--- src/rtl/cam_frame_capture_pkg.sv ---
// Shared encodings for the camera frame-capture block: FSM states, pixel-format
// modes and the RGB565 red/blue swap helper.
package cam_frame_capture_pkg;

    typedef enum logic [1:0] {
        ST_IDLE = 2'd0,
        ST_ARM  = 2'd1,
        ST_CAP  = 2'd2,
        ST_DONE = 2'd3
    } cap_state_t;

    localparam logic [1:0] MODE_RGB  = 2'd0;
    localparam logic [1:0] MODE_SWAP = 2'd1;
    localparam logic [1:0] MODE_BIN  = 2'd2;
    localparam logic [1:0] MODE_RSVD = 2'd3;

    function automatic logic [15:0] rb_swap(input logic [15:0] p);
        return {p[4:0], p[10:5], p[15:11]};
    endfunction

endpackage

--- src/rtl/cam_pixel_packer.sv ---
// Pairs camera bytes into RGB565 pixels, applies the pixel format and packs
// pixels into 32-bit words; emits a registered word strobe and flushes partial words.
module cam_pixel_packer
    import cam_frame_capture_pkg::*;
(
    input  logic        PCLK,
    input  logic        HRESETn,
    input  logic        cap_en,
    input  logic        flush,
    input  logic [1:0]  mode,
    input  logic [5:0]  thresh,
    input  logic [7:0]  cam_data,
    output logic        word_valid,
    output logic [31:0] word_data
);

    logic        phase;
    logic [7:0]  hi_byte;
    logic [4:0]  cnt;
    logic [31:0] sr;

    logic [1:0]  mode_eff;
    logic [15:0] pixel;
    logic [15:0] pixel_fmt;
    logic        pix_bit;

    always_comb begin
        mode_eff  = (mode == MODE_RSVD) ? MODE_RGB : mode;
        pixel     = {hi_byte, cam_data};
        pixel_fmt = (mode_eff == MODE_SWAP) ? rb_swap(pixel) : pixel;
        pix_bit   = (pixel[10:5] >= thresh);
    end

    // sr is kept zero outside the filled positions so a flush is already zero-padded.
    always_ff @(posedge PCLK or negedge HRESETn) begin
        if (!HRESETn) begin
            phase      <= 1'b0;
            hi_byte    <= 8'h00;
            cnt        <= 5'd0;
            sr         <= 32'h0;
            word_valid <= 1'b0;
            word_data  <= 32'h0;
        end else begin
            word_valid <= 1'b0;
            if (!cap_en) begin
                phase <= 1'b0;
                cnt   <= 5'd0;
                sr    <= 32'h0;
                if (flush && (cnt != 5'd0)) begin
                    word_valid <= 1'b1;
                    word_data  <= sr;
                end
            end else if (!phase) begin
                hi_byte <= cam_data;
                phase   <= 1'b1;
            end else begin
                phase <= 1'b0;
                if (mode_eff == MODE_BIN) begin
                    if (cnt == 5'd31) begin
                        word_valid <= 1'b1;
                        word_data  <= {pix_bit, sr[30:0]};
                        sr         <= 32'h0;
                        cnt        <= 5'd0;
                    end else begin
                        sr[cnt] <= pix_bit;
                        cnt     <= cnt + 5'd1;
                    end
                end else begin
                    if (cnt == 5'd0) begin
                        sr[15:0] <= pixel_fmt;
                        cnt      <= 5'd1;
                    end else begin
                        word_valid <= 1'b1;
                        word_data  <= {pixel_fmt, sr[15:0]};
                        sr         <= 32'h0;
                        cnt        <= 5'd0;
                    end
                end
            end
        end
    end

endmodule

--- src/rtl/cam_frame_capture.sv ---
// Camera frame capture: request synchroniser, frame FSM and frame-buffer addressing.
// state | meaning
// IDLE  | waiting for a synchronised request while VSYNC is high
// ARM   | request seen; waiting for VSYNC low to start the frame
// CAP   | capturing lines into the frame buffer
// DONE  | frame complete; waiting for the request to drop
module cam_frame_capture
    import cam_frame_capture_pkg::*;
#(
    parameter int ADDR_W      = 16,
    parameter int SYNC_STAGES = 2
) (
    input  logic              PCLK,
    input  logic              HRESETn,
    input  logic              cap_req,
    input  logic [1:0]        mode,
    input  logic [5:0]        thresh,
    input  logic [7:0]        cam_data,
    input  logic              VSYNC,
    input  logic              HREF,
    output logic              wr_en,
    output logic [ADDR_W-1:0] wr_addr,
    output logic [31:0]       wr_data,
    output logic              done,
    output logic              busy,
    output logic              ovf,
    output logic [ADDR_W:0]   word_cnt
);

    localparam logic [ADDR_W-1:0] ADDR_ONE = 1;
    localparam logic [ADDR_W:0]   CNT_ONE  = 1;

    logic [SYNC_STAGES-1:0] req_sync;
    logic                   req_s;
    logic                   vs_s;
    logic                   href_q;
    cap_state_t             state;
    cap_state_t             state_nx;
    logic [1:0]             mode_l;
    logic [5:0]             thresh_l;
    logic                   cap_en;
    logic                   line_end;
    logic                   start;
    logic                   pk_valid;
    logic [31:0]            pk_data;

    assign req_s = req_sync[SYNC_STAGES-1];

    always_ff @(posedge PCLK or negedge HRESETn) begin
        if (!HRESETn) begin
            req_sync <= '0;
            vs_s     <= 1'b0;
            href_q   <= 1'b0;
        end else begin
            req_sync[0] <= cap_req;
            for (int i = 1; i < SYNC_STAGES; i++) begin
                req_sync[i] <= req_sync[i-1];
            end
            vs_s   <= VSYNC;
            href_q <= HREF;
        end
    end

    always_ff @(posedge PCLK or negedge HRESETn) begin
        if (!HRESETn) begin
            state <= ST_IDLE;
        end else begin
            state <= state_nx;
        end
    end

    always_comb begin
        state_nx = state;
        case (state)
            ST_IDLE: if (req_s && vs_s) state_nx = ST_ARM;
            ST_ARM:  if (!req_s) state_nx = ST_IDLE;
                     else if (!vs_s) state_nx = ST_CAP;
            ST_CAP:  if (!req_s) state_nx = ST_IDLE;
                     else if (vs_s) state_nx = ST_DONE;
            ST_DONE: if (!req_s) state_nx = ST_IDLE;
            default: state_nx = ST_IDLE;
        endcase
    end

    // Writes are only let through while capturing, so an abort cannot leak a word.
    always_comb begin
        done     = (state == ST_DONE);
        busy     = (state == ST_ARM) || (state == ST_CAP);
        cap_en   = (state == ST_CAP) && HREF && !VSYNC;
        line_end = (state == ST_CAP) && href_q && !HREF;
        start    = (state == ST_IDLE) && (state_nx == ST_ARM);
        wr_en    = pk_valid && (state == ST_CAP) && !word_cnt[ADDR_W];
    end

    always_ff @(posedge PCLK or negedge HRESETn) begin
        if (!HRESETn) begin
            wr_addr  <= '0;
            word_cnt <= '0;
            ovf      <= 1'b0;
            mode_l   <= MODE_RGB;
            thresh_l <= 6'd0;
        end else if (start) begin
            wr_addr  <= '0;
            word_cnt <= '0;
            ovf      <= 1'b0;
            mode_l   <= mode;
            thresh_l <= thresh;
        end else if (pk_valid && (state == ST_CAP)) begin
            if (word_cnt[ADDR_W]) begin
                ovf <= 1'b1;
            end else begin
                word_cnt <= word_cnt + CNT_ONE;
                if (wr_addr != '1) begin
                    wr_addr <= wr_addr + ADDR_ONE;
                end
            end
        end
    end

    cam_pixel_packer u_packer (
        .PCLK       (PCLK),
        .HRESETn    (HRESETn),
        .cap_en     (cap_en),
        .flush      (line_end),
        .mode       (mode_l),
        .thresh     (thresh_l),
        .cam_data   (cam_data),
        .word_valid (pk_valid),
        .word_data  (pk_data)
    );

    assign wr_data = pk_data;

endmodule

--- config.mk ---
export PLATFORM = sky130hd
export DESIGN_NAME = cam_frame_capture
export DESIGN_NICKNAME = d
export VERILOG_FILES = /design/src/rtl/cam_frame_capture_pkg.sv /design/src/rtl/cam_pixel_packer.sv /design/src/rtl/cam_frame_capture.sv
export SDC_FILE = /design/constraint.sdc
export NUM_CORES = 1
export LEC_CHECK = 0
export CAP_MARGIN = 25
export CORE_MARGIN = 2
export CORE_UTILIZATION = 40
export DETAILED_ROUTE_END_ITERATION = 8
export DONT_BUFFER_PORTS = 1
export GPL_ROUTABILITY_DRIVEN = 0
export PLACE_DENSITY = 0.64
export SLEW_MARGIN = 20
export SYNTH_ARGS = -nofsm -noshare
export SYNTH_HDL_FRONTEND = slang
export SYNTH_SLANG_ARGS = --single-unit
--- constraint.sdc ---
create_clock -name PCLK -period 4.7 [get_ports PCLK]
set_clock_uncertainty 0.05 [all_clocks]
set_input_delay 0.94 -clock PCLK [delete_from_list [all_inputs] [get_ports PCLK]]
set_output_delay 0.94 -clock PCLK [all_outputs]
set_load 0.005 [all_outputs]
Word-level counts from Yosys, hierarchy flattened

Cells that the tools add are included.

Register bits: 127
Input port bits: 21

Add/subtract/negate cells: 3
$lt $le $gt $ge: 3
Equality and inequality tests: 13
Mux-type cells: 47
Bitwise gates (word level): 1
Reduce and logical (&&, ||, !) cells: 27

Operators by type and width:

| kind                                                                                 | number |
|---|---|
| 32-bit two-way mux                                                                   | 10 |
| 16-bit two-way mux                                                                   | 7 |
| 17-bit two-way mux                                                                   | 3 |
| 32-bit bitwise mux                                                                   | 1 |
| 5-bit two-way mux                                                                    | 4 |
| 17-bit by 1-bit adder with 17-bit output (second input constant)                     | 1 |
| 16-bit by 1-bit adder with 16-bit output (second input constant)                     | 1 |
| 16-bit inequality test (second input constant)                                       | 1 |
| 2-bit two-way mux                                                                    | 7 |
| 1-bit two-way mux                                                                    | 13 |
| 1-bit logical AND                                                                    | 10 |
| 2-bit equality test (second input constant)                                          | 4 |
| 2-bit one-hot mux with 4 select lines                                                | 1 |
| 2-bit AND reduction                                                                  | 4 |
| 2-bit nonzero test                                                                   | 4 |
| 2-bit by 1-bit equality test with 1-bit output (second input constant)               | 3 |
| 6-bit greater-or-equal comparator                                                    | 1 |
| 5-bit by 6-bit less-than comparator with 1-bit output (second input constant)        | 1 |
| 3-bit inequality test (second input constant)                                        | 2 |
| 5-bit by 1-bit adder with 5-bit output (second input constant)                       | 1 |
| 1-bit demux with 5-bit select                                                        | 1 |
| 5-bit equality test (second input constant)                                          | 1 |
| 5-bit by 1-bit greater-or-equal comparator with 1-bit output (second input constant) | 1 |
| 5-bit logical NOT                                                                    | 1 |
| 9 further kinds                                                                      | 11 |

Logic depth before layout (Yosys ltp)

Gate-level depths: netlist of run 1.

Depth after elaboration: 9
Mapped depth: 11
Depth with buffers taken out: 9

By module

From an unflattened synthesis of run 1, not the netlist that was laid out.

Cells, all modules: 684
Area total of the unflattened synthesis: 6620.1 µm²

Modules (own cells, without submodules):

| module            | instances | cells an instance | area each (µm²) |
|---|---|---|---|
| cam_pixel_packer  | 1         | 428               | 4187.8 |
| cam_frame_capture | 1         | 256               | 2432.3 |

Worst setup path after synthesis of run 1

OpenSTA, ideal clock, no wires.

Kind: register to register
From: register u_packer.cnt[0]
To: register u_packer.sr[21]
Setup time: 0.079 ns
Arrival: 2.410 ns
Required time: 4.571 ns
Slack: 2.161 ns
Stages on the path, launching flop included: 11
Clock period less this slack: 2.539 ns
Path through: dfrtp_1 -> ha_1 -> clkbuf_1 -> and3_1 -> ha_1 -> nor3b_1 -> nand2_1 -> o211ai_2 -> buf_4 -> nand2_1 -> mux2i_1

Cells in the longest elaborated chain, start to end: 9
Elaborated cells between the ends (all ways): 14
Those cells by class: order compare (2); eq/ne (2); mux (7); reduce/logical (3)

Ends and longest elaborated chain:

| element                                                                                                                                                            | RTL line               | text |
|---|---|---|
| start: declaration                                                                                                                                                 | cam_pixel_packer.sv:19 | `logic [4:0] cnt;` |
| start signal: assignment                                                                                                                                           | cam_pixel_packer.sv:66 | `cnt <= cnt + 5'd1;` |
| 5-bit by 6-bit less-than comparator with 1-bit output (not written as such) / 5-bit by 1-bit greater-or-equal comparator with 1-bit output (equally long branches) | cam_pixel_packer.sv:65 | `sr[cnt] <= pix_bit;` |
| 1-bit logical AND (not written as such)                                                                                                                            | cam_pixel_packer.sv:65 |  |
| 1-bit two-way mux (not written as such)                                                                                                                            | cam_pixel_packer.sv:65 |  |
| 1-bit demux with 5-bit select                                                                                                                                      | --                     |  |
| 32-bit bitwise mux                                                                                                                                                 | cam_pixel_packer.sv:65 |  |
| 32-bit two-way mux                                                                                                                                                 | cam_pixel_packer.sv:59 | `if (cnt == 5'd31) begin` |
| 32-bit two-way mux                                                                                                                                                 | cam_pixel_packer.sv:58 | `if (mode_eff == MODE_BIN) begin` |
| 32-bit two-way mux                                                                                                                                                 | cam_pixel_packer.sv:53 | `end else if (!phase) begin` |
| 32-bit two-way mux                                                                                                                                                 | cam_pixel_packer.sv:45 | `if (!cap_en) begin` |
| end signal: indexed assignment                                                                                                                                     | cam_pixel_packer.sv:65 |  |
| end: declaration                                                                                                                                                   | cam_pixel_packer.sv:20 | `logic [31:0] sr;` |

Parallel ways exist; a longest one is shown, timed or not. The select of a mux whose other input is x is not followed.
A chain may end at the register's enable or synchronous reset.

Final worst setup path of run 1

From: register u_packer.cnt[0]
To: register u_packer.word_data[29]

Cells in the longest elaborated chain, start to end: 4
Elaborated cells between the ends (all ways): 8
Those cells by class: eq/ne (3); reduce/logical (5)

Ends and longest elaborated chain:

| element                                                                     | RTL line               | text |
|---|---|---|
| parallel branches: the longest is 3 deep, another holds 5-bit equality test | --                     |  |
| 4-bit AND reduction (no line) (*)                                           | --                     |  |
| end signal: assignment                                                      | cam_pixel_packer.sv:51 | `word_data <= sr;` |
| end signal: assignment                                                      | cam_pixel_packer.sv:61 | `word_data <= {pix_bit, sr[30:0]};` |
| end signal: assignment                                                      | cam_pixel_packer.sv:74 | `word_data <= {pixel_fmt, sr[15:0]};` |
| end: declaration                                                            | cam_pixel_packer.sv:14 | `output logic [31:0] word_data` |

Mark *: on every way between the ends.

==> results of run 1 <==
worst paths after layout:
| kind | from | slack (ns) | to | cells past startpoint |
|---|---|---|---|---|
| hold reg to reg | req_sync[0] | 0.30 | req_sync[1] | 0 |
| setup / recovery | u_packer.cnt[0] | 1.45 | u_packer.word_data[29] | 8 |
| max in group asynchronous | HRESETn | 4.24 | u_packer.word_data[23] | 0 |
| hold / removal | HRESETn | 0.16 | word_cnt[3] | 0 |
| setup reg to reg | u_packer.cnt[0] | 1.45 | u_packer.word_data[29] | 8 |
| min in group PCLK | req_sync[0] | 0.30 | req_sync[1] | 0 |
sequential cells by signal (all words and copies together), names as in the netlist, 2 cells and up:
signal              cells
req_sync                2
state                   2
u_packer.hi_byte        8
u_packer.sr            32
word_cnt               17
u_packer.word_data     32
thresh_l                6
wr_addr                16
mode_l                  2
u_packer.cnt            5
layer usage:
layer	global-route usage	wire length (µm)	share of wire	vias to the layer above
li1	-	-	-	2386
met1	0.2495	7133	0.43	2507
met2	0.3306	7928	0.47	175
met3	0.06963	1316	0.079	28
met4	0.07885	340	0.020	0
met5	0	0	0	-
worst max-delay path, stage by stage (launching register included):
cell     delay [ns]
dfrtp_1        0.42
ha_1           0.36
and3_1         0.25
ha_1           0.20
nor3b_1        0.58
nand2_1        0.39
o21ai_4        0.34
buf_4          0.38
o21ai_0        0.14
cells by family (layout without fill, tap and decap cells):
logic type               Yosys count  after routing  synth area share
AO/OA/AOI/OAI                    141            141            0.1284
XOR/XNOR                          24             24           0.03263
adder cells (fa/ha/maj)           17             17           0.03302
buffers and inverters             61             58           0.03942
flip-flops                       127            127            0.4933
multiplexers                      43             43           0.06778
other                              0              1                 0
AND/OR/NAND/NOR                  289            289            0.2055
Yosys cell counts, types with 5 or more instances:
cell type / count
a22oi_1: 5
xnor2_1: 9
ha_1: 17
mux2_2: 5
inv_1: 20
mux2i_1: 38
o21ai_0: 60
nand2_1: 148
nor3_1: 9
a21o_1: 5
dfrtp_1: 127
a21oi_1: 43
or3_1: 7
clkbuf_1: 21
and3_1: 7
nand3_1: 21
xor2_1: 15
nand2b_1: 7
nor3b_1: 6
nand4_1: 11
a2bb2oi_1: 5
buf_2: 10
nor2_1: 52
stage by stage:
stage / worst slack (ns) / hold WS [ns]
finish: 1.450 / 0.1632
global route: 1.201 / 0.1429
CTS: 1.213 / 0.1472
detailed placement: 1.200 / 0.3003
global placement: 1.408 / 0.2888
floorplan: 2.161 / 0.2812
area by class of cell:
class / count / area, µm² / area share
Clock inverter: 13 / 215.2 / 0.02962
Tap cell: 216 / 270.3 / 0.03720
Timing Repair Buffer: 4 / 42.54 / 0.005856
Inverter: 22 / 82.58 / 0.01137
Sequential cell: 127 / 3178 / 0.4375
Antenna cell: 1 / 2.502 / 0.0003445
Clock buffer: 19 / 452.9 / 0.06235
Multi-Input combinational cell: 514 / 3020 / 0.4158
where the power goes:
part / leakage (µW) / internal, µW / switching, µW
Clock: 0.000336 / 1020 / 493
Combinational: 0.00132 / 219 / 334
Sequential: 0.00174 / 1160 / 118
Total: 0.00340 / 2400 / 944
==> impl_metrics.env, run 1 <==
export IMPL_syn_area_um2=6442
export IMPL_drv_slew=0
export IMPL_dp_hpwl_um=11390
export IMPL_hp_class="input pin to async pin"
export IMPL_synth_ff_type="dfrtp_1"
export IMPL_drt_initial_drc_count=382
export IMPL_finalWirelength_um=16720
export IMPL_ys_ff_latch=127
export IMPL_place_area_um2=6564
export IMPL_cts_htree_levels=4
export IMPL_synth_edf_count=0
export IMPL_total_power_uw=3343
export IMPL_ant_nets=0
export IMPL_finalCriticalPeriod_ns=3.250
export IMPL_dp_cells=881
export IMPL_async_flop_share=1.000
export IMPL_max_cap_violations=0
export IMPL_p_per_area_nw_per_um2=460.2
export IMPL_cts_root_buf="clkbuf_16"
export IMPL_layout_cells_most_common="nand2_1"
export IMPL_clk_pin_slew_ns=0.06
export IMPL_drc=0
export IMPL_avgSynthCellArea_um2=9.177
export IMPL_areaGrowthSynthToFinish_pct=12.76
export IMPL_worstMarginPinSlew_ns=0.8150
export IMPL_core_area_um2=15830
export IMPL_core_rowCount=46
export IMPL_wl_per_cell_um=18.25
export IMPL_die_x_um=130.9
export IMPL_final_util=0.4590
export IMPL_post_cts_buffers=0
export IMPL_drt_first_pass_iters=5
export IMPL_grt_usage=0.2030
export IMPL_synth_nets=740
export IMPL_port_buffer_count=0
export IMPL_die_y_um=130.9
export IMPL_grt_ovfl_total=0
export IMPL_start_util=0.4070
export IMPL_cp_end_kind="flip-flop"
export IMPL_status="finished, final reports clean"
export IMPL_netlist_instances=702
export IMPL_final_cell_mix="nand2_1, dfrtp_1, o21ai_0"
export IMPL_finalNetCount=724
export IMPL_clk_latency_ns=0.42
export IMPL_rsz0062_at_grt="false"
export IMPL_setup_violations=0
export IMPL_synth_warning_count=0
export IMPL_netlist_top_cell_by_area="dfrtp_1"
export IMPL_fillers=1502
export IMPL_fin_setup_tns_ns=0
export IMPL_synth_top_cell_area_share=0.4933
export IMPL_drive_gt1_frac=0.07153
export IMPL_ys_types=51
export IMPL_stdcell_count=916
export IMPL_slew_headroom=0.4567
export IMPL_cts_sinks=127
export IMPL_cts_buffer_depth=2
export IMPL_fmax_mhz=307.7
export IMPL_worstSetupPathType="flip-flop to flip-flop"
export IMPL_synthTopCellsByArea="dfrtp_1, nand2_1, mux2i_1"
export IMPL_ys_seq_area_frac=0.4933
export IMPL_cp_required_ns=4.94
export IMPL_worstPathArrival_ns=3.49
export IMPL_cts_tree="done"
export IMPL_numCtsBuffers=17
export IMPL_hold_buffers=0
export IMPL_drt_vias_per_instance=5.563
export IMPL_dieArea_um2=17140
export IMPL_fin_area_um2=7264
export IMPL_postCtsResizedCells=0
export IMPL_critPathLaunchType="flip-flop"
export IMPL_final_hold_violation_count=0
export IMPL_grt_pass1_wl_um=26610
export IMPL_antenna_found_initial=1
export IMPL_grt_start_max_net_pins=128
export IMPL_vdd_drop_max_mv=0.2738
export IMPL_dr_total_vias=5096
export IMPL_io_pins=90
export IMPL_p_leak_uw=0.003398
export IMPL_critPathMaxFanout=30
export IMPL_fin_crit_sh=0.6915
export IMPL_grt_pass1_vias=5124
Note: power is estimated with default switching activity, not from simulation.
==> run 2: changes to the inputs <==
--- a/config.mk
+++ b/config.mk
@@ -11,7 +11,7 @@
 export DETAILED_ROUTE_END_ITERATION = 8
 export DONT_BUFFER_PORTS = 1
 export GPL_ROUTABILITY_DRIVEN = 0
-export PLACE_DENSITY = 0.64
+export PLACE_DENSITY = 0.66
 export SLEW_MARGIN = 20
 export SYNTH_ARGS = -nofsm -noshare
 export SYNTH_HDL_FRONTEND = slang
==> constraint.sdc (replaced) <==
create_clock -name PCLK -period 2.7 [get_ports PCLK]
set_clock_uncertainty 0.05 [all_clocks]
set_input_delay 0.54 -clock PCLK [delete_from_list [all_inputs] [get_ports PCLK]]
set_output_delay 0.54 -clock PCLK [all_outputs]
set_load 0.005 [all_outputs]
==> run 2 against run 1 <==
Sequential cell count unchanged. Count of clock-buffer cells in the layout up 5. Highest routed layer unchanged. Power up 62%. Non-clock buffer count up 14. Sequential power up 73%. Sequential share of layout area about the same. Die area unchanged. Maximum frequency up 30%. Largest power group is now registers. Combinational power up 83%. The flow now finishes with violations (negative hold slack).
==> impl_metrics.env, run 2 (synthesis gave the netlist of run 1 again) <==
export IMPL_port_buffer_count=0
export IMPL_combPwrFrac=0.186
export IMPL_setup_violations=0
export IMPL_critPathMaxFanout=36
export IMPL_drt_vias_per_instance=5.501
export IMPL_grt_usage=0.1964
export IMPL_cts_buffer_depth=2
export IMPL_rsz0062_at_grt="false"
export IMPL_numCtsBuffers=17
export IMPL_clk_pin_slew_ns=0.06
export IMPL_fin_setup_tns_ns=0
export IMPL_clock_power_share=0.404
export IMPL_cts_htree_levels=4
export IMPL_wl_per_cell_um=17.71
export IMPL_cts_root_buf="clkbuf_16"
export IMPL_finalWirelength_um=16460
export IMPL_finalNetCount=738
export IMPL_dp_slack_ns=0.1917
export IMPL_cp_slowest_stage_delay_ns=0.43
export IMPL_dr_total_vias=5110
export IMPL_fin_crit_sh=0.9229
export IMPL_cts_tree="done"
export IMPL_slew_headroom=0.5906
export IMPL_worstSetupPathType="flip-flop to flip-flop"
export IMPL_p_sw_frac=0.3042
export IMPL_antenna_found_initial=0
export IMPL_cellInternalPower_uw=3764
export IMPL_clk_latency_ns=0.41
export IMPL_die_x_um=130.9
export IMPL_grt_start_max_net_pins=128
export IMPL_final_hold_violation_count=127
export IMPL_drt_first_pass_iters=5
export IMPL_cp_end_kind="flip-flop"
export IMPL_setup_slack_ns=0.2081
export IMPL_layout_cells_most_common="nand2_1"
export IMPL_drt_initial_drc_count=387
export IMPL_timing_hold_ws_ns=-0.2279
export IMPL_die_y_um=130.9
export IMPL_crit_chain="inv_1 > ha_1 > and3b_1 > nand2_1 > o21ai_4 > buf_4 > o21ai_0"
export IMPL_worstPathArrival_ns=2.72
export IMPL_worstMarginPinSlew_ns=0.6128
export IMPL_p_per_area_nw_per_um2=744.3
export IMPL_largestRegisters="u_packer.sr x32, u_packer.word_data x32, word_cnt x17"
export IMPL_vdd_drop_max_mv=0.4590
export IMPL_crit_start="state[0]"
export IMPL_ant_nets=0
export IMPL_dieArea_um2=17140
export IMPL_grt_ovfl_total=0
export IMPL_core_area_um2=15830
export IMPL_p_leak_uw=0.003393
export IMPL_place_area_um2=6661
export IMPL_cts_sinks=127
export IMPL_dp_hpwl_um=11500
export IMPL_cp_required_ns=2.93
export IMPL_fin_area_um2=7268
export IMPL_core_rowCount=46
export IMPL_status="complete, but fails checks"
export IMPL_drc=0
export IMPL_final_cell_mix="nand2_1, dfrtp_1, o21ai_0"
export IMPL_drive_gt1_frac=0.08836
export IMPL_finalCriticalPeriod_ns=2.492
export IMPL_start_util=0.4070
export IMPL_grt_pass1_vias=4921
export IMPL_grt_pass1_wl_um=25750
export IMPL_cpMaxStageDelayCell="dfrtp_1"
export IMPL_hp_class="input pin to async pin"
export IMPL_drv_slew=0
export IMPL_max_cap_violations=0
export IMPL_seqPwrFrac=0.410
export IMPL_diodes=0
export IMPL_areaGrowthSynthToFinish_pct=12.82
export IMPL_violations="negative hold slack"
export IMPL_fmax_mhz=401.3
export IMPL_total_power_uw=5410
export IMPL_power_switching_uw=1646
export IMPL_critPathLaunchType="flip-flop"
export IMPL_r2r_start="state[0]"
export IMPL_io_pins=90
-- run 2: power groups by stage --
stage / sequential [µW] / combinational, µW / clock, µW
3_3_place_gp: 2240 / 954 / 0
4_1_cts: 2220 / 1010 / 2210
6_report: 2220 / 1010 / 2180
3_5_place_dp: 2250 / 1000 / 0
5_1_grt: 2240 / 1130 / 2300
2_1_floorplan: 2140 / 783 / 0
-- run 2: what timing repair did --
item	in CTS	in global routing
setup buffers	0	3
endpoints found under the hold margin	127	127
gates resized for setup	0	1
endpoints found under the setup margin	0	14
-- run 2: per-stage QoR --
step                cells    util  hold WS [ns]
global route          929  0.4592       -0.2546
CTS                   926  0.4572       -0.2450
detailed placement    894  0.4209        0.1971
global placement      894  0.4209        0.1975
finish                929  0.4592       -0.2279
floorplan             702       -        0.1944
-- run 2: layout make-up --
type / instances / area [µm²]
clock inverter: 8 / 53.80
multi-input combinational: 514 / 3027
clock buffer: 24 / 521.8
fill: 1490 / 8559
sequential: 127 / 3178
inverter: 22 / 82.58
timing repair buffer: 18 / 135.1
tap: 216 / 270.3
-- run 2: per-layer routing --
layer  wire length, µm  up-vias  track usage
met3              1463       22      0.07248
met4               246        0      0.05632
met2              7811      180       0.3180
met1              6934     2492       0.2480
met5                 0        -            0
li1                  -     2416            -
-- run 2: worst max-delay path: cells and delay by family (launching register included) --
| family | cells | cell delay (ns) |
|---|---|---|
| AND/OR/NAND/NOR | 2 | 0.72 |
| buffers and inverters | 2 | 0.45 |
| flip-flops | 1 | 0.43 |
| adder cells (fa/ha/maj) | 1 | 0.38 |
| AO/OA/AOI/OAI | 2 | 0.31 |
-- run 2: final timing paths --
check / slack [ns] / end / cells after the start
setup / recovery: 0.21 / u_packer.word_data[18] / 7
hold / removal: -0.23 / word_cnt[12] / 0
max in group asynchronous: 2.63 / u_packer.sr[23] / 0
setup reg to reg: 0.21 / u_packer.word_data[18] / 7
hold reg to reg: 0.30 / req_sync[1] / 0
min in group PCLK: 0.10 / href_q / 0
